**config.mk**
```make
export PLATFORM = sky130hd
export DESIGN_NAME = imem_loader_flat
export DESIGN_NICKNAME = d
export VERILOG_FILES = /design/src/rtl/imem_loader_if.sv /design/src/rtl/imem_loader.sv /design/src/flat_wrapper.sv
export SDC_FILE = /design/constraint.sdc
export NUM_CORES = 1
export LEC_CHECK = 0
export ABC_AREA = 1
export BUFFER_PORTS_ARGS = -buffer_cell sky130_fd_sc_hd__buf_2
export CORE_UTILIZATION = 45
export CTS_CLUSTER_DIAMETER = 120
export DETAILED_ROUTE_END_ITERATION = 10
export HOLD_SLACK_MARGIN = 0.12
export PLACE_DENSITY = 0.66
export SLEW_MARGIN = 20
export SYNTH_ARGS = -nofsm -noshare
export SYNTH_HDL_FRONTEND = slang
export SYNTH_SLANG_ARGS = --single-unit
```
**constraint.sdc**
```tcl
create_clock -name clk -period 2.6 [get_ports clk]
set_clock_uncertainty 0.15 [all_clocks]
set_input_delay 0.26 -clock clk [delete_from_list [all_inputs] [get_ports clk]]
set_output_delay 0.26 -clock clk [all_outputs]
set_load 0.02 [all_outputs]
```
**src/rtl/imem_loader_if.sv**
```systemverilog
// imem_loader_if: byte-stream handshake plus I-mem write port of the loader.
// slave  = the loader (consumes the stream, drives the I-mem write port).
// master = the stream source / I-mem side seen from outside the loader.
interface imem_loader_if #(
   parameter int ADDR_W = 10
) ();
   logic [7:0]        in_data;
   logic              in_valid;
   logic              in_ready;
   logic              imem_we;
   logic [ADDR_W-1:0] imem_addr;
   logic [31:0]       imem_wdata;

   modport master (
      output in_data, in_valid,
      input  in_ready, imem_we, imem_addr, imem_wdata
   );

   modport slave (
      input  in_data, in_valid,
      output in_ready, imem_we, imem_addr, imem_wdata
   );
endinterface

```
**src/rtl/imem_loader.sv**
```systemverilog
// imem_loader: boot-time instruction-memory writer.
// Accepts a framed byte stream (SYNC, count lo/hi, 4*N little-endian data
// bytes), writes the words sequentially from word 0 and holds the CPU in
// reset until a frame completes cleanly.
// Optional feature macro: IMEM_LOADER_CHECKSUM_EN adds a trailing XOR
// checksum byte covering the count bytes and all data bytes.
module imem_loader #(
   parameter int         ADDR_W    = 10,
   parameter logic [7:0] SYNC_BYTE = 8'hA5
) (
   input  logic            clk,
   input  logic            rst,
   imem_loader_if.slave    bus,
   output logic            cpu_rst_n,
   output logic            busy,
   output logic            done,
   output logic            error
);

   // Largest legal word count (capacity of the I-mem).
   localparam logic [16:0] CAPACITY = 17'(2 ** ADDR_W);

   typedef enum logic [2:0] {
      S_IDLE   = 3'd0,
      S_CNT_LO = 3'd1,
      S_CNT_HI = 3'd2,
      S_DATA   = 3'd3,
      S_DONE   = 3'd4,
`ifdef IMEM_LOADER_CHECKSUM_EN
      S_ERR    = 3'd5,
      S_CSUM   = 3'd6
`else
      S_ERR    = 3'd5
`endif
   } state_e;

   // State entered once the last data word (or an empty count) is consumed.
`ifdef IMEM_LOADER_CHECKSUM_EN
   localparam state_e S_END = S_CSUM;
`else
   localparam state_e S_END = S_DONE;
`endif

`ifdef IMEM_LOADER_CHECKSUM_EN
   // Running frame checksum: plain XOR accumulation of one byte.
   function automatic logic [7:0] csum_update(input logic [7:0] csum, input logic [7:0] b);
      return csum ^ b;
   endfunction
`endif

   state_e            state_q, state_d;
   logic [15:0]       count_q, count_d;
   logic [15:0]       word_cnt_q, word_cnt_d;
   logic [1:0]        byte_idx_q, byte_idx_d;
   logic [23:0]       asm_q, asm_d;
   logic              in_ready_q, in_ready_d;
   logic              imem_we_q, imem_we_d;
   logic [ADDR_W-1:0] imem_addr_q, imem_addr_d;
   logic [31:0]       imem_wdata_q, imem_wdata_d;
   logic              busy_q, busy_d;
   logic              done_q, done_d;
   logic              error_q, error_d;
   logic              cpu_rst_n_q, cpu_rst_n_d;
`ifdef IMEM_LOADER_CHECKSUM_EN
   logic [7:0]        csum_q, csum_d;
`endif

   logic              accept_s;
   logic [15:0]       n_s;

   assign accept_s = bus.in_valid && in_ready_q;
   // Full word count as it becomes known while the high byte is accepted.
   assign n_s      = {bus.in_data, count_q[7:0]};

   assign bus.in_ready   = in_ready_q;
   assign bus.imem_we    = imem_we_q;
   assign bus.imem_addr  = imem_addr_q;
   assign bus.imem_wdata = imem_wdata_q;
   assign cpu_rst_n      = cpu_rst_n_q;
   assign busy           = busy_q;
   assign done           = done_q;
   assign error          = error_q;

   // State and output registers with synchronous reset.
   always_ff @(posedge clk) begin
      if (rst) begin
         state_q      <= S_IDLE;
         count_q      <= 16'd0;
         word_cnt_q   <= 16'd0;
         byte_idx_q   <= 2'd0;
         asm_q        <= 24'd0;
         in_ready_q   <= 1'b0;
         imem_we_q    <= 1'b0;
         imem_addr_q  <= '0;
         imem_wdata_q <= 32'd0;
         busy_q       <= 1'b0;
         done_q       <= 1'b0;
         error_q      <= 1'b0;
         cpu_rst_n_q  <= 1'b0;
`ifdef IMEM_LOADER_CHECKSUM_EN
         csum_q       <= 8'd0;
`endif
      end else begin
         state_q      <= state_d;
         count_q      <= count_d;
         word_cnt_q   <= word_cnt_d;
         byte_idx_q   <= byte_idx_d;
         asm_q        <= asm_d;
         in_ready_q   <= in_ready_d;
         imem_we_q    <= imem_we_d;
         imem_addr_q  <= imem_addr_d;
         imem_wdata_q <= imem_wdata_d;
         busy_q       <= busy_d;
         done_q       <= done_d;
         error_q      <= error_d;
         cpu_rst_n_q  <= cpu_rst_n_d;
`ifdef IMEM_LOADER_CHECKSUM_EN
         csum_q       <= csum_d;
`endif
      end
   end

   // Next state plus frame datapath: count capture, word assembly, write issue.
   always_comb begin
      state_d      = state_q;
      count_d      = count_q;
      word_cnt_d   = word_cnt_q;
      byte_idx_d   = byte_idx_q;
      asm_d        = asm_q;
      imem_we_d    = 1'b0;
      imem_addr_d  = imem_addr_q;
      imem_wdata_d = imem_wdata_q;
`ifdef IMEM_LOADER_CHECKSUM_EN
      csum_d       = csum_q;
`endif
      if (accept_s) begin
         case (state_q)
            S_IDLE, S_DONE, S_ERR: begin
               // Only SYNC starts a frame; every other byte is dropped.
               if (bus.in_data == SYNC_BYTE) begin
                  state_d    = S_CNT_LO;
                  count_d    = 16'd0;
                  word_cnt_d = 16'd0;
                  byte_idx_d = 2'd0;
`ifdef IMEM_LOADER_CHECKSUM_EN
                  csum_d     = 8'd0;
`endif
               end else begin
                  state_d = state_q;
               end
            end
            S_CNT_LO: begin
               count_d = {8'd0, bus.in_data};
`ifdef IMEM_LOADER_CHECKSUM_EN
               csum_d  = csum_update(csum_q, bus.in_data);
`endif
               state_d = S_CNT_HI;
            end
            S_CNT_HI: begin
               count_d = n_s;
`ifdef IMEM_LOADER_CHECKSUM_EN
               csum_d  = csum_update(csum_q, bus.in_data);
`endif
               if (n_s == 16'd0) begin
                  state_d = S_END;
               end else if ({1'b0, n_s} > CAPACITY) begin
                  state_d = S_ERR;
               end else begin
                  state_d = S_DATA;
               end
            end
            S_DATA: begin
`ifdef IMEM_LOADER_CHECKSUM_EN
               csum_d = csum_update(csum_q, bus.in_data);
`endif
               if (byte_idx_q == 2'd3) begin
                  // Fourth byte completes the word; issue the write next cycle.
                  imem_we_d    = 1'b1;
                  imem_addr_d  = word_cnt_q[ADDR_W-1:0];
                  imem_wdata_d = {bus.in_data, asm_q};
                  byte_idx_d   = 2'd0;
                  word_cnt_d   = word_cnt_q + 16'd1;
                  if (word_cnt_q == (count_q - 16'd1)) begin
                     state_d = S_END;
                  end else begin
                     state_d = S_DATA;
                  end
               end else begin
                  case (byte_idx_q)
                     2'd0:    asm_d[7:0]   = bus.in_data;
                     2'd1:    asm_d[15:8]  = bus.in_data;
                     2'd2:    asm_d[23:16] = bus.in_data;
                     default: asm_d        = asm_q;
                  endcase
                  byte_idx_d = byte_idx_q + 2'd1;
               end
            end
`ifdef IMEM_LOADER_CHECKSUM_EN
            S_CSUM: begin
               if (bus.in_data == csum_q) begin
                  state_d = S_DONE;
               end else begin
                  state_d = S_ERR;
               end
            end
`endif
            default: begin
               state_d = S_IDLE;
            end
         endcase
      end else begin
         state_d = state_q;
      end
   end

   // Status outputs decoded from the upcoming state so they register with it.
   always_comb begin
      in_ready_d  = 1'b1;
      busy_d      = 1'b0;
      done_d      = 1'b0;
      error_d     = 1'b0;
      cpu_rst_n_d = 1'b0;
      case (state_d)
         S_IDLE: begin
            busy_d = 1'b0;
         end
`ifdef IMEM_LOADER_CHECKSUM_EN
         S_CNT_LO, S_CNT_HI, S_DATA, S_CSUM: begin
`else
         S_CNT_LO, S_CNT_HI, S_DATA: begin
`endif
            busy_d = 1'b1;
         end
         S_DONE: begin
            done_d      = 1'b1;
            cpu_rst_n_d = 1'b1;
         end
         S_ERR: begin
            error_d = 1'b1;
         end
         default: begin
            busy_d = 1'b0;
         end
      endcase
   end

endmodule

```
**src/flat_wrapper.sv**
```systemverilog
// flat-port wrapper written by rule: the top's interface ports become plain ports
module imem_loader_flat 
#(
   parameter int         ADDR_W    = 10,
   parameter logic [7:0] SYNC_BYTE = 8'hA5
)
  (clk, rst, cpu_rst_n, busy, done, error, bus_in_data, bus_in_valid, bus_in_ready, bus_imem_we, bus_imem_addr, bus_imem_wdata);
  imem_loader_if #(.ADDR_W(ADDR_W)) bus_i ();
  input  logic clk;
  input  logic rst;
  output logic cpu_rst_n;
  output logic busy;
  output logic done;
  output logic error;
  input wire logic [$bits(bus_i.in_data)-1:0] bus_in_data;
  input wire logic [$bits(bus_i.in_valid)-1:0] bus_in_valid;
  output wire logic [$bits(bus_i.in_ready)-1:0] bus_in_ready;
  output wire logic [$bits(bus_i.imem_we)-1:0] bus_imem_we;
  output wire logic [$bits(bus_i.imem_addr)-1:0] bus_imem_addr;
  output wire logic [$bits(bus_i.imem_wdata)-1:0] bus_imem_wdata;
  assign bus_i.in_data = bus_in_data;
  assign bus_i.in_valid = bus_in_valid;
  assign bus_in_ready = bus_i.in_ready;
  assign bus_imem_we = bus_i.imem_we;
  assign bus_imem_addr = bus_i.imem_addr;
  assign bus_imem_wdata = bus_i.imem_wdata;
  imem_loader #(.ADDR_W(ADDR_W), .SYNC_BYTE(SYNC_BYTE)) u_core (.clk(clk), .rst(rst), .bus(bus_i), .cpu_rst_n(cpu_rst_n), .busy(busy), .done(done), .error(error));
endmodule
```
=== Word-level counts from Yosys, hierarchy flattened ===
Cells that the tools add are included.

* Logic and storage cells: 77
* Register bits after elaboration: 108

* $add $sub $neg: 3
* Bitwise operators: 4
* Muxes and demuxes: 19
* Magnitude comparators: 1
* Equal/unequal tests: 17
* Reductions and logical operators: 18

{| class="wikitable"
|+ Operator list
! operator !! number
|-
| 16-bit case mux with 3 select lines || 1
|-
| 16-bit 2-to-1 mux || 2
|-
| 16-bit case mux with 2 select lines || 1
|-
| 4-bit AND reduction || 5
|-
| 3-bit 2-to-1 mux || 6
|-
| 16-bit by 1-bit adder with 16-bit output (second input constant) || 1
|-
| 16-bit equality test || 1
|-
| 16-bit by 11-bit greater-than comparator with 1-bit output (second input constant) || 1
|-
| 16-bit zero test || 1
|-
| 16-bit by 1-bit subtractor with 16-bit output (second input constant) || 1
|-
| 3-bit by 2-bit equality test with 1-bit output (second input constant) || 4
|-
| 3-bit equality test (second input constant) || 4
|-
| 3-bit case mux with 4 select lines || 1
|-
| 3-bit AND reduction || 3
|-
| 3-bit OR reduction || 3
|-
| 8-bit equality test (second input constant) || 1
|-
| 3-bit by 1-bit equality test with 1-bit output (second input constant) || 2
|-
| 1-bit 2-to-1 mux || 5
|-
| 2-bit equality test (second input constant) || 2
|-
| 2-bit 2-to-1 mux || 2
|-
| 2-bit by 1-bit != test with 1-bit output (second input constant) || 2
|-
| 1-bit inverter || 4
|-
| 2-bit case mux with 2 select lines || 1
|-
| 2-bit nonzero test || 2
|-
| 6 further kinds || 6
|}

=== Depth between registers and ports, before layout ===
Gate-level depths: netlist of the first run.

* Word-level depth: 9
* Gate-level depth with buffers: 19
* Mapped depth without buffers: 19

=== Least setup slack after synthesis of the first run ===
OpenSTA, ideal clock, no wires.

* Kind: register -> register
* Start point: register u_core.count_q[0]
* End point: register u_core.busy_q (netlist: u_core.busy)
* Required time: 2.338 ns
* Slack: 0.627 ns
* Library setup time: 0.112 ns
* Arrival: 1.711 ns
* Cell stages (with the launch flop): 20
* Cell sequence: dfxtp_1 -> inv_1 -> ha_1 -> inv_1 -> nand2_1 -> nand2_1 -> nor2_1 -> nand2_1 -> nor2_1 -> nand2_1 -> nor2_1 -> nand3_1 -> nor2_2 -> nand3_1 -> nand2_1 -> nand2_1 -> nand2_1 -> nand2_1 -> nor2_1 -> nor2_1

* Longest elaborated chain between the ends: 9
* Elaborated cells on any way between the ends: 15
* Those cells by class: add/sub (1); order compare (1); eq/ne (4); mux (7); reduce/logical (2)

{| class="wikitable"
|+ RTL lines
! element !! RTL line !! RTL
|-
| start, declared || imem_loader.sv:52 || <nowiki>logic [15:0] count_q, count_d;</nowiki>
|-
| start signal, assigned || imem_loader.sv:105 || <nowiki>count_q <= count_d;</nowiki>
|-
| 16-bit by 1-bit subtractor with 16-bit output || imem_loader.sv:183 || <nowiki>if (word_cnt_q == (count_q - 16'd1)) begin</nowiki>
|-
| 16-bit equality test || imem_loader.sv:183 ||
|-
| 3-bit 2-to-1 mux || imem_loader.sv:183 ||
|-
| 3-bit 2-to-1 mux || imem_loader.sv:176 || <nowiki>if (byte_idx_q == 2'd3) begin</nowiki>
|-
| 3-bit case mux with 4 select lines * || imem_loader.sv:137 || <nowiki>case (state_q)</nowiki>
|-
| 3-bit 2-to-1 mux * || imem_loader.sv:136 || <nowiki>if (accept_s) begin</nowiki>
|-
| 3-bit by 1-bit equality test with 1-bit output / 3-bit by 2-bit equality test with 1-bit output (equally long branches) || imem_loader.sv:223 || <nowiki>case (state_d)</nowiki>
|-
| 3-bit OR reduction * || imem_loader.sv:223 ||
|-
| 1-bit 2-to-1 mux * || imem_loader.sv:223 ||
|-
| end signal, assigned || imem_loader.sv:113 || <nowiki>busy_q <= busy_d;</nowiki>
|-
| end, declared || imem_loader.sv:60 || <nowiki>logic busy_q, busy_d;</nowiki>
|}

Mark *: on every way between the ends. The rest lies on a longest branch, timed or not.
A chain may end at the register's enable or synchronous reset.

=== Worst setup path after layout of the first run ===
* Start point: input port bus_in_data[1]
* End point: register u_core.word_cnt_q[11]

* Longest elaborated chain between the ends: 3

{| class="wikitable"
|+ RTL lines
! element !! RTL line !! RTL
|-
| start, declared || flat_wrapper.sv:15 || <nowiki>input wire logic [$bits(bus_i.in_data)-1:0] bus_in_data;</nowiki>
|-
| 8-bit equality test || imem_loader.sv:140 || <nowiki>if (bus.in_data == SYNC_BYTE) begin</nowiki>
|-
| 2-bit by 1-bit != test with 1-bit output (no line) || - ||
|-
| 4-bit AND reduction (no line) || - ||
|-
| end signal, assigned || imem_loader.sv:106 || <nowiki>word_cnt_q <= word_cnt_d;</nowiki>
|-
| end, declared || imem_loader.sv:53 || <nowiki>logic [15:0] word_cnt_q, word_cnt_d;</nowiki>
|}

Every way passes these cells.

==> results of run 1 <==
-- critical path, cell delays in order --
cell and delay, ps:
dlygate4sd3_1 530, buf_2 190, inv_2 100, nand4_1 120
nor3_2 210, nor2_2 90, nor2_4 130, nand2_4 130
inv_6 100, nand2_4 60, nor3_4 230, nand2_2 120
nor3_1 150, nor2_1 60
-- cell usage in the layout (no fill, tap or decap), types with 3 or more instances in the layout --
master         count
nand2_1          141
dfxtp_1          107
a21oi_1           82
inv_1             71
o21ai_0           68
nor2_1            67
buf_2             58
nand3_1           27
nor2_2            13
xor2_1            12
buf_4             10
clkbuf_8           9
inv_2              8
nor3_1             8
nand2_2            7
nor2_4             5
nand4_1            5
ha_1               5
dlygate4sd3_1      5
clkinv_1           3
xnor2_1            3
-- logic make-up after synthesis --
family | count (synthesis) | synth area share [%]
simple gates | 284 | 25.7
buf+inv | 111 | 9.09
flops | 108 | 44.1
xor+xnor | 15 | 2.68
fa+ha+maj | 6 | 1.53
compound gates | 161 | 16.9
-- state kept, by name (all words and copies together) (netlist names), 2 cells and up --
signal and count:
u_core.state_q 3, u_core.byte_idx_q 2, u_core.asm_q 24, u_core.word_cnt_q 16, u_core.count_q 16, u_core.bus.imem_wdata 32
u_core.bus.imem_addr 10
-- metal layers --
metal | global-route usage [%] | vias to the layer above | wire (um)
met1 | 29.0 | 2006 | 5630
met4 | 6.75 | 0 | 182
li1 | - | 2306 | -
met5 | 0 | - | 0
met2 | 36.5 | 96 | 5520
met3 | 3.13 | 14 | 450
-- worst min-delay path by stage --
stage | slack (ps) | startpoint | endpoint | depth (start not counted)
6_report | 170 | bus_in_data[7] | u_core.bus.imem_wdata[31] | 4
3_3_place_gp | 290 | u_core.asm_q[9] | u_core.asm_q[9] | 2
4_1_cts | 180 | bus_in_data[7] | u_core.count_q[15] | 4
2_1_floorplan | 180 | rst | u_core.state_q[2] | 1
3_5_place_dp | 300 | u_core.asm_q[11] | u_core.asm_q[11] | 2
5_1_grt | 190 | bus_in_data[7] | u_core.count_q[15] | 4
-- metrics by stage --
step,worst slack (ps),utilization [%],hold WS [ps],instances,instance area [um2]
after detailed placement,263,50.8,300,862,5320
after CTS,220,53.3,182,882,5580
final,218,53.4,173,882,5590
after global routing,4.43,53.4,190,882,5590
after global placement,290,50.8,292,862,5320
after floorplan,627,-,183,685,4900
-- power by group through the flow --
stage | sequential (mW) | clock, mW | combinational, mW
finish | 1.66 | 1.07 | 0.105
global route | 1.66 | 1.16 | 0.115
CTS | 1.66 | 1.10 | 0.105
detailed placement | 1.70 | 0 | 0.0984
global placement | 1.70 | 0 | 0.0982
floorplan | 1.70 | 0 | 0.0537
-- cell type report --
| class | count | area (um2) |
|---|---|---|
| inverter | 84 | 322 |
| multi-input combinational | 466 | 2310 |
| sequential | 108 | 2160 |
| timing repair buffer | 73 | 415 |
| clock inverter | 6 | 83.8 |
| clock buffer | 9 | 124 |
| fill | 1037 | 4870 |
| tap | 136 | 170 |
-- repair_timing --
item,CTS,global route
hold buffers,5,0
resized for setup,0,5
hold endpoints to repair,11,0
setup endpoints to repair,0,4
==> impl_metrics.csv, run 1 <==
group,metric,value,unit
clock_tree,root_buffer,"clkbuf_8",
sta,period_share,91.6,%
global_routing,grt_max_degree,63,
critical_path,end_kind,"flip-flop",
route,wire_per_inst,13.4,um
global_routing,grt_pass1_vias,4061,
critical_path,crit_start,"bus_in_data[1]",
floorplan,core-area,10500,um2
sta,fin_crit,2380,ps
critical_path,crit_arrival,2490,ps
critical_path,critPathRequiredTime,2710,ps
route,vias,4422,
power,vdd.ir_drop.worst,0.000286,V
power,p_leak,2.53,nW
power,p_sw,0.686,mW
power,p_int,2.15,mW
global_routing,grt.overflow.total,0,
placed_design,gp_routability_congestion,0.879,
power,p_sw_share,24.2,%
flow_run,maxCapViolCount,0,
clock_tree,clkSlewWorstSetupHoldPaths,110,ps
clock_tree,clk_latency,370,ps
route,drt-initial-drc-count,286,
power,power_frac_clock,37.8,%
floorplan,die-area,11300,um2
clock_tree,tritoncts,"built",
floorplan,ios,59,
sta,worstMarginPinSlew,561,ps
logic_synthesis,synth-edff-count,0,
route,drc,0,
power,seqPwrFrac,58.5,%
sta,hold_viol,0,
logic_synthesis,synthFlopType,"dfxtp_1",
sta,slew_headroom,62.3,%
floorplan,num_rows,37,
clock_tree,clk_path_buf_depth,2,
worst_hold_path,hold_path.class,"input port to flip-flop",
placed_design,portBuffers,58,
critical_path,cp_max_fo,8,
critical_path,r2r-end,"u_core.error",
global_routing,track_usage,21.8,%
critical_path,r2r_cells,18,
power,fin_total_pwr,2.84,mW
final_layout,antenna_cells,0,
logic_synthesis,syn_area_per_cell,7.15,um2
final_layout,drive_gt1_share,17.2,%
global_routing,grt_pass1_wl,19.6,mm
critical_path,critPathLaunchType,"input port",
critical_path,reg2reg_from,"u_core.count_q[0]",
logic_synthesis,synth_area,4900,um2
global_routing,antenna_found_initial,0,
logic_synthesis,synth_fp_nets,702,
sta,setup_violations,0,
logic_synthesis,synthCells,685,
logic_synthesis,synth_most_common_cell,"nand2_1",
sta,drv_slew,0,
sta,fmax,420,MHz
floorplan,dieWidth,106,um
logic_synthesis,yosysSeqAreaShare,44.1,%
run_status,outcome,"finished, final reports clean",
final_layout,fin_nets,759,
clock_tree,cts.sinks,108,
floorplan,die_y,106,um
clock_tree,post_cts_buffers,0,
logic_synthesis,yosys_warnings,0,
route,drtPass1Iterations,5,
logic_synthesis,synth-seq-cells,108,
logic_synthesis,synth_top_area_share,44.1,%
clock_tree,cts_buffers,9,
power,comb_power_share,3.7,%
route,routed_wl,11.8,mm
sta,rsz0062_at_grt,"false",
critical_path,worstSetupEndpoint,"u_core.word_cnt_q[11]",
logic_synthesis,async_flop_share,0,%
route,viasPerCell,5.01,
logic_synthesis,synth_top_cells_by_area,"dfxtp_1 (44%), nand2_1 (11%), a21oi_1 (8.4%)",
logic_synthesis,synth_commonest_cells,"nand2_1 (141), dfxtp_1 (108), a21oi_1 (82)",
critical_path,ff2ff_setup_slack,270,ps
route,ant_nets,0,
final_layout,area_growth,14.1,%
floorplan,initial_utilization,46.8,%
logic_synthesis,synth_top_area_cell,"dfxtp_1",
logic_synthesis,synthDistinctLibCells,38,
sta,finalSetupTns,0,ps
clock_tree,htree_levels,3,
power,power_density,507,nW/um2
placed_design,dp_hpwl,8.64,mm
critical_path,critPathKind,"input port to flip-flop",
No activity file was read; power rests on OpenSTA's default activity.
==> inputs of run 2 (changes only) <==
- CORE_UTILIZATION: 45 -> 58
- PLACE_DENSITY: 0.66 -> 0.82
==> impl_metrics.csv, run 2 (synthesis gave the netlist of run 1 again) <==
group,metric,value,unit
run_status,outcome,"finished, final reports clean",
power,p_leak,2.53,nW
route,drtPass1Iterations,8,
critical_path,end_kind,"flip-flop",
power,seqPwrFrac,57.7,%
global_routing,grt_pass1_wl,19.3,mm
final_layout,fin_area,5550,um2
critical_path,critPathKind,"flip-flop to flip-flop",
route,wl_met3,687,um
route,met2WireLength,5.71,mm
placed_design,portBuffers,58,
critical_path,reg2reg_from,"u_core.count_q[0]",
power,comb_power_share,3.5,%
sta,fin_crit,2360,ps
global_routing,track_usage,28.0,%
floorplan,dieWidth,93.9,um
sta,fin_ws,243,ps
final_layout,drive_gt1_share,16.2,%
sta,fmax,424,MHz
critical_path,critPathLaunchType,"flip-flop",
route,routed_wl,12.0,mm
final_layout,final_common_cell,"nand2_1",
power,p_int,2.17,mW
sta,setup_violations,0,
critical_path,r2r-end,"u_core.error",
clock_tree,tritoncts,"built",
route,wire_per_inst,14.1,um
clock_tree,clk_latency,370,ps
floorplan,initial_utilization,59.9,%
route,vias,4658,
power,p_sw,0.709,mW
final_layout,fillers,708,
route,viasPerCell,5.48,
clock_tree,cts_buffers,9,
final_layout,fin_nets,757,
route,wl_met1,5.30,mm
sta,drv_slew,0,
final_layout,largest_register_ffs,32,
worst_hold_path,min_to,"u_core.bus.imem_wdata[31]",
global_routing,grt_pass1_vias,4175,
placed_design,dp_hpwl,8.50,mm
power,fin_total_pwr,2.88,mW
final_layout,area_growth,13.3,%
sta,hold_viol,0,
sta,worstMarginPinSlew,646,ps
floorplan,num_rows,33,
critical_path,crit_arrival,2520,ps
clock_tree,root_buffer,"clkbuf_8",
floorplan,core-area,8180,um2
critical_path,cp_max_fo,3,
clock_tree,clkSlewWorstSetupHoldPaths,110,ps
final_layout,antenna_cells,0,
sta,slew_headroom,56.6,%
floorplan,die_y,93.9,um
critical_path,ff2ff_setup_slack,240,ps
worst_hold_path,hold_path.startpoint,"bus_in_data[7]",
power,p_sw_share,24.7,%
global_routing,grt_max_degree,63,
global_routing,antenna_found_initial,0,
power,power_frac_clock,38.8,%
sta,rsz0062_at_grt,"false",
placed_design,dpl_cell_area,5250,um2
power,vdd.ir_drop.worst,0.000352,V
critical_path,critPathRequiredTime,2760,ps
sta,finalSetupTns,0,ps
clock_tree,clk_path_buf_depth,2,
global_routing,grt.overflow.total,0,
flow_run,maxCapViolCount,0,
route,drt-initial-drc-count,272,
clock_tree,cts.sinks,108,
final_layout,fin_util,67.9,%
final_layout,layout_common_cells,"nand2_1 (141), dfxtp_1 (108), a21oi_1 (82)",
sta,period_share,90.7,%
worst_hold_path,hold_path.class,"input port to flip-flop",
placed_design,place_worst_setup_slack,306,ps
placed_design,gp_routability_congestion,0.937,
floorplan,die-area,8820,um2
route,highest_layer,"met4",
clock_tree,post_cts_buffers,0,
route,ant_nets,0,
critical_path,r2r_cells,18,
worst_hold_path,hold_path_depth,4,
floorplan,ios,59,
route,drc,0,
clock_tree,htree_levels,3,
power,power_density,518,nW/um2
==> run 2: power groups by stage <==
stage,combinational (mW),clock [mW],sequential (mW)
CTS,0.100,1.13,1.66
global placement,0.0900,0,1.70
detailed placement,0.0915,0,1.70
floorplan,0.0537,0,1.70
finish,0.102,1.12,1.66
global route,0.109,1.20,1.66
==> run 2: final cells by class <==
class | count | area (um2) | area share (%)
repair buffers | 71 | 405 | 7.31
multi-input cells | 466 | 2300 | 41.5
clock buffers | 9 | 124 | 2.23
clock inverters | 7 | 103 | 1.85
flip-flops and latches | 108 | 2160 | 39.0
inverters | 84 | 322 | 5.79
well taps | 105 | 131 | 2.37
==> run 2: worst max-delay path by stage <==
stage	from	endpoint	slack, ps
after floorplan	u_core.count_q[0]	u_core.busy	630
after global placement	u_core.count_q[0]	u_core.busy	400
after detailed placement	u_core.count_q[0]	u_core.error	310
after CTS	bus_in_data[3]	u_core.count_q[13]	190
after global routing	u_core.count_q[0]	u_core.error	10
final	u_core.count_q[0]	u_core.error	240
==> run 2: routing by layer <==
layer / global-route usage (%) / vias to the layer above
met5: 0 / -
met4: 11.2 / 0
met3: 4.37 / 29
met2: 47.4 / 163
met1: 35.6 / 2170
li1: - / 2296
==> run 2: repair_timing <==
action / 4_1_cts / 5_1_grt
endpoints found under the setup margin: 0 / 6
resized for setup: 0 / 1
hold buffers: 7 / 0
endpoints found under the hold margin: 22 / 0
==> run 2: per-stage QoR <==
stage,hold slack [ps],cells
2_1_floorplan,183,685
3_3_place_gp,293,827
3_5_place_dp,299,827
4_1_cts,185,850
5_1_grt,183,850
6_report,187,850
==> run 2: critical path, stage by stage (launching register included) <==
cell and delay [ps]:
dfxtp_1 370, inv_1 100, ha_1 320, inv_1 50, nand2_1 70, nand2_1 60
nor2_1 100, nand2_1 60, nor2_1 90, nand2_1 50, nor2_1 100, nand3_1 90
nor2_2 110, nand3_1 80, nand2_1 80, nand2_1 90, a21oi_2 160, nand2_1 80
nor2_1 80
==> inputs of run 3 (changes only) <==
- CORE_UTILIZATION: 58 -> 60
- CTS_BUF_LIST: not set -> sky130_fd_sc_hd__clkbuf_4 sky130_fd_sc_hd__clkbuf_8
- PLACE_DENSITY: 0.82 -> 0.84
==> impl_metrics.csv, run 3 (synthesis gave the netlist of run 1 again) <==
group,metric,value,unit
placed_design,dpl_cell_area,5260,um2
run_status,outcome,"finished, final reports clean",
floorplan,num_rows,32,
sta,finalSetupTns,0,ps
clock_tree,cts_resized,0,
global_routing,grt_pass1_wl,19.7,mm
power,seqPwrFrac,58.5,%
route,ant_nets,0,
sta,setup_violations,0,
power,power_density,513,nW/um2
global_routing,grt_max_degree,63,
worst_hold_path,min_to,"u_core.bus.imem_wdata[31]",
power,power_frac_clock,37.9,%
clock_tree,htree_levels,3,
route,wire_per_inst,14.3,um
floorplan,die-area,8530,um2
critical_path,critPathKind,"input port to flip-flop",
sta,worstMarginPinSlew,583,ps
critical_path,critPathRequiredTime,2760,ps
final_layout,fin_nets,758,
clock_tree,clk_latency,370,ps
critical_path,r2r_cells,17,
global_routing,antenna_found_initial,0,
critical_path,end_kind,"flip-flop",
sta,period_share,90.9,%
final_layout,fillers,666,
power,p_sw,0.688,mW
critical_path,r2r-end,"u_core.done",
sta,rsz0062_at_grt,"false",
final_layout,fin_area,5530,um2
sta,fmax,423,MHz
placed_design,portBuffers,58,
route,routed_wl,12.1,mm
route,drc,0,
sta,hold_viol,0,
power,p_sw_share,24.2,%
floorplan,die_y,92.4,um
worst_hold_path,hold_path.class,"input port to flip-flop",
floorplan,dieWidth,92.4,um
final_layout,area_growth,12.8,%
clock_tree,post_cts_buffers,0,
sta,fin_crit,2360,ps
flow_run,maxCapViolCount,0,
floorplan,ios,59,
sta,drv_slew,0,
route,drtPass1Iterations,5,
placed_design,gp_routability_congestion,0.938,
power,vdd.ir_drop.worst,0.000316,V
clock_tree,tritoncts,"built",
global_routing,grt.overflow.total,0,
final_layout,drive_gt1_share,16.2,%
final_layout,seq_area,2160,um2
clock_tree,cts_buffers,9,
placed_design,dp_hpwl,8.74,mm
route,drt-initial-drc-count,346,
critical_path,reg2reg_from,"u_core.count_q[0]",
global_routing,grt_pass1_vias,4280,
floorplan,initial_utilization,62.8,%
global_routing,track_usage,29.2,%
final_layout,antenna_cells,0,
critical_path,cp_max_fo,8,
clock_tree,clk_path_buf_depth,2,
critical_path,ff2ff_setup_slack,250,ps
final_layout,final_common_cell,"nand2_1",
clock_tree,clkSlewWorstSetupHoldPaths,110,ps
final_layout,fin_util,70.8,%
power,p_int,2.15,mW
final_layout,multi_input_area,2300,um2
critical_path,critPathLaunchType,"input port",
final_layout,largest_register_ffs,32,
clock_tree,cts.sinks,108,
critical_path,crit_arrival,2520,ps
worst_hold_path,hold_path_depth,4,
power,p_leak,2.52,nW
route,viasPerCell,5.45,
worst_hold_path,hold_path.startpoint,"bus_in_data[7]",
floorplan,core-area,7810,um2
clock_tree,root_buffer,"clkbuf_8",
power,comb_power_share,3.6,%
final_layout,layout_common_cells,"nand2_1 (141), dfxtp_1 (108), a21oi_1 (82)",
sta,slew_headroom,60.8,%
route,vias,4619,
run 3: critical path, stage by stage:
cell and delay [ps]:
dlygate4sd3_1 530, buf_2 180, inv_2 90, nand4_1 130
nor3_2 200, nor2_2 80, nor2_4 130, nand2_4 130
inv_6 90, nand2_4 50, nor3_4 210, nand4_1 180
nand2_1 100, nand2_1 50, nor2_1 90
run 3: repair_timing:
| action | CTS | global route |
|---|---|---|
| endpoints found under the hold margin | 18 | 0 |
| setup endpoints to repair | 0 | 0 |
| hold buffers | 6 | 0 |
run 3: cell type report:
class	instances	area share (%)
Clock buffer	9	2.24
Clock inverter	6	1.52
Inverter	84	5.82
Multi-Input combinational cell	466	41.6
Sequential cell	108	39.1
Tap cell	102	2.31
Timing Repair Buffer	72	7.42
run 3: routing by layer:
metal  GRT usage, %  up-vias  part of all wire, %
li1               -     2302                    -
met3           5.01       27                  5.7
met2           49.7      168                   47
met5              0        -                    0
met4           10.4        0                  2.2
met1           37.1     2122                   45
run 3: how the worst max path moves through the flow:
stage | start | endpoint | slack (ps) | depth (start not counted)
3_3_place_gp | u_core.count_q[0] | u_core.busy | 410 | 18
4_1_cts | u_core.count_q[0] | u_core.done | 250 | 17
3_5_place_dp | u_core.count_q[0] | u_core.done | 320 | 17
2_1_floorplan | u_core.count_q[0] | u_core.busy | 630 | 19
5_1_grt | u_core.count_q[0] | u_core.done | 90 | 16
6_report | bus_in_data[1] | u_core.word_cnt_q[13] | 240 | 15
run 3: metrics by stage:
step	setup WS [ps]	total power [mW]	std cells	hold slack (ps)
after floorplan	627	1.75	685	183
after global placement	409	1.79	826	290
after detailed placement	322	1.79	826	300
after CTS	245	2.84	847	168
after global routing	91.8	2.92	847	176
final	236	2.84	847	177
run 3: power by group through the flow:
stage                     clock network [mW]  logic, mW  registers, mW
after global placement                     0     0.0920           1.70
after CTS                               1.08      0.101           1.66
after detailed placement                   0     0.0939           1.70
after floorplan                            0     0.0537           1.70
final                                   1.07      0.103           1.66
after global routing                    1.15      0.111           1.66
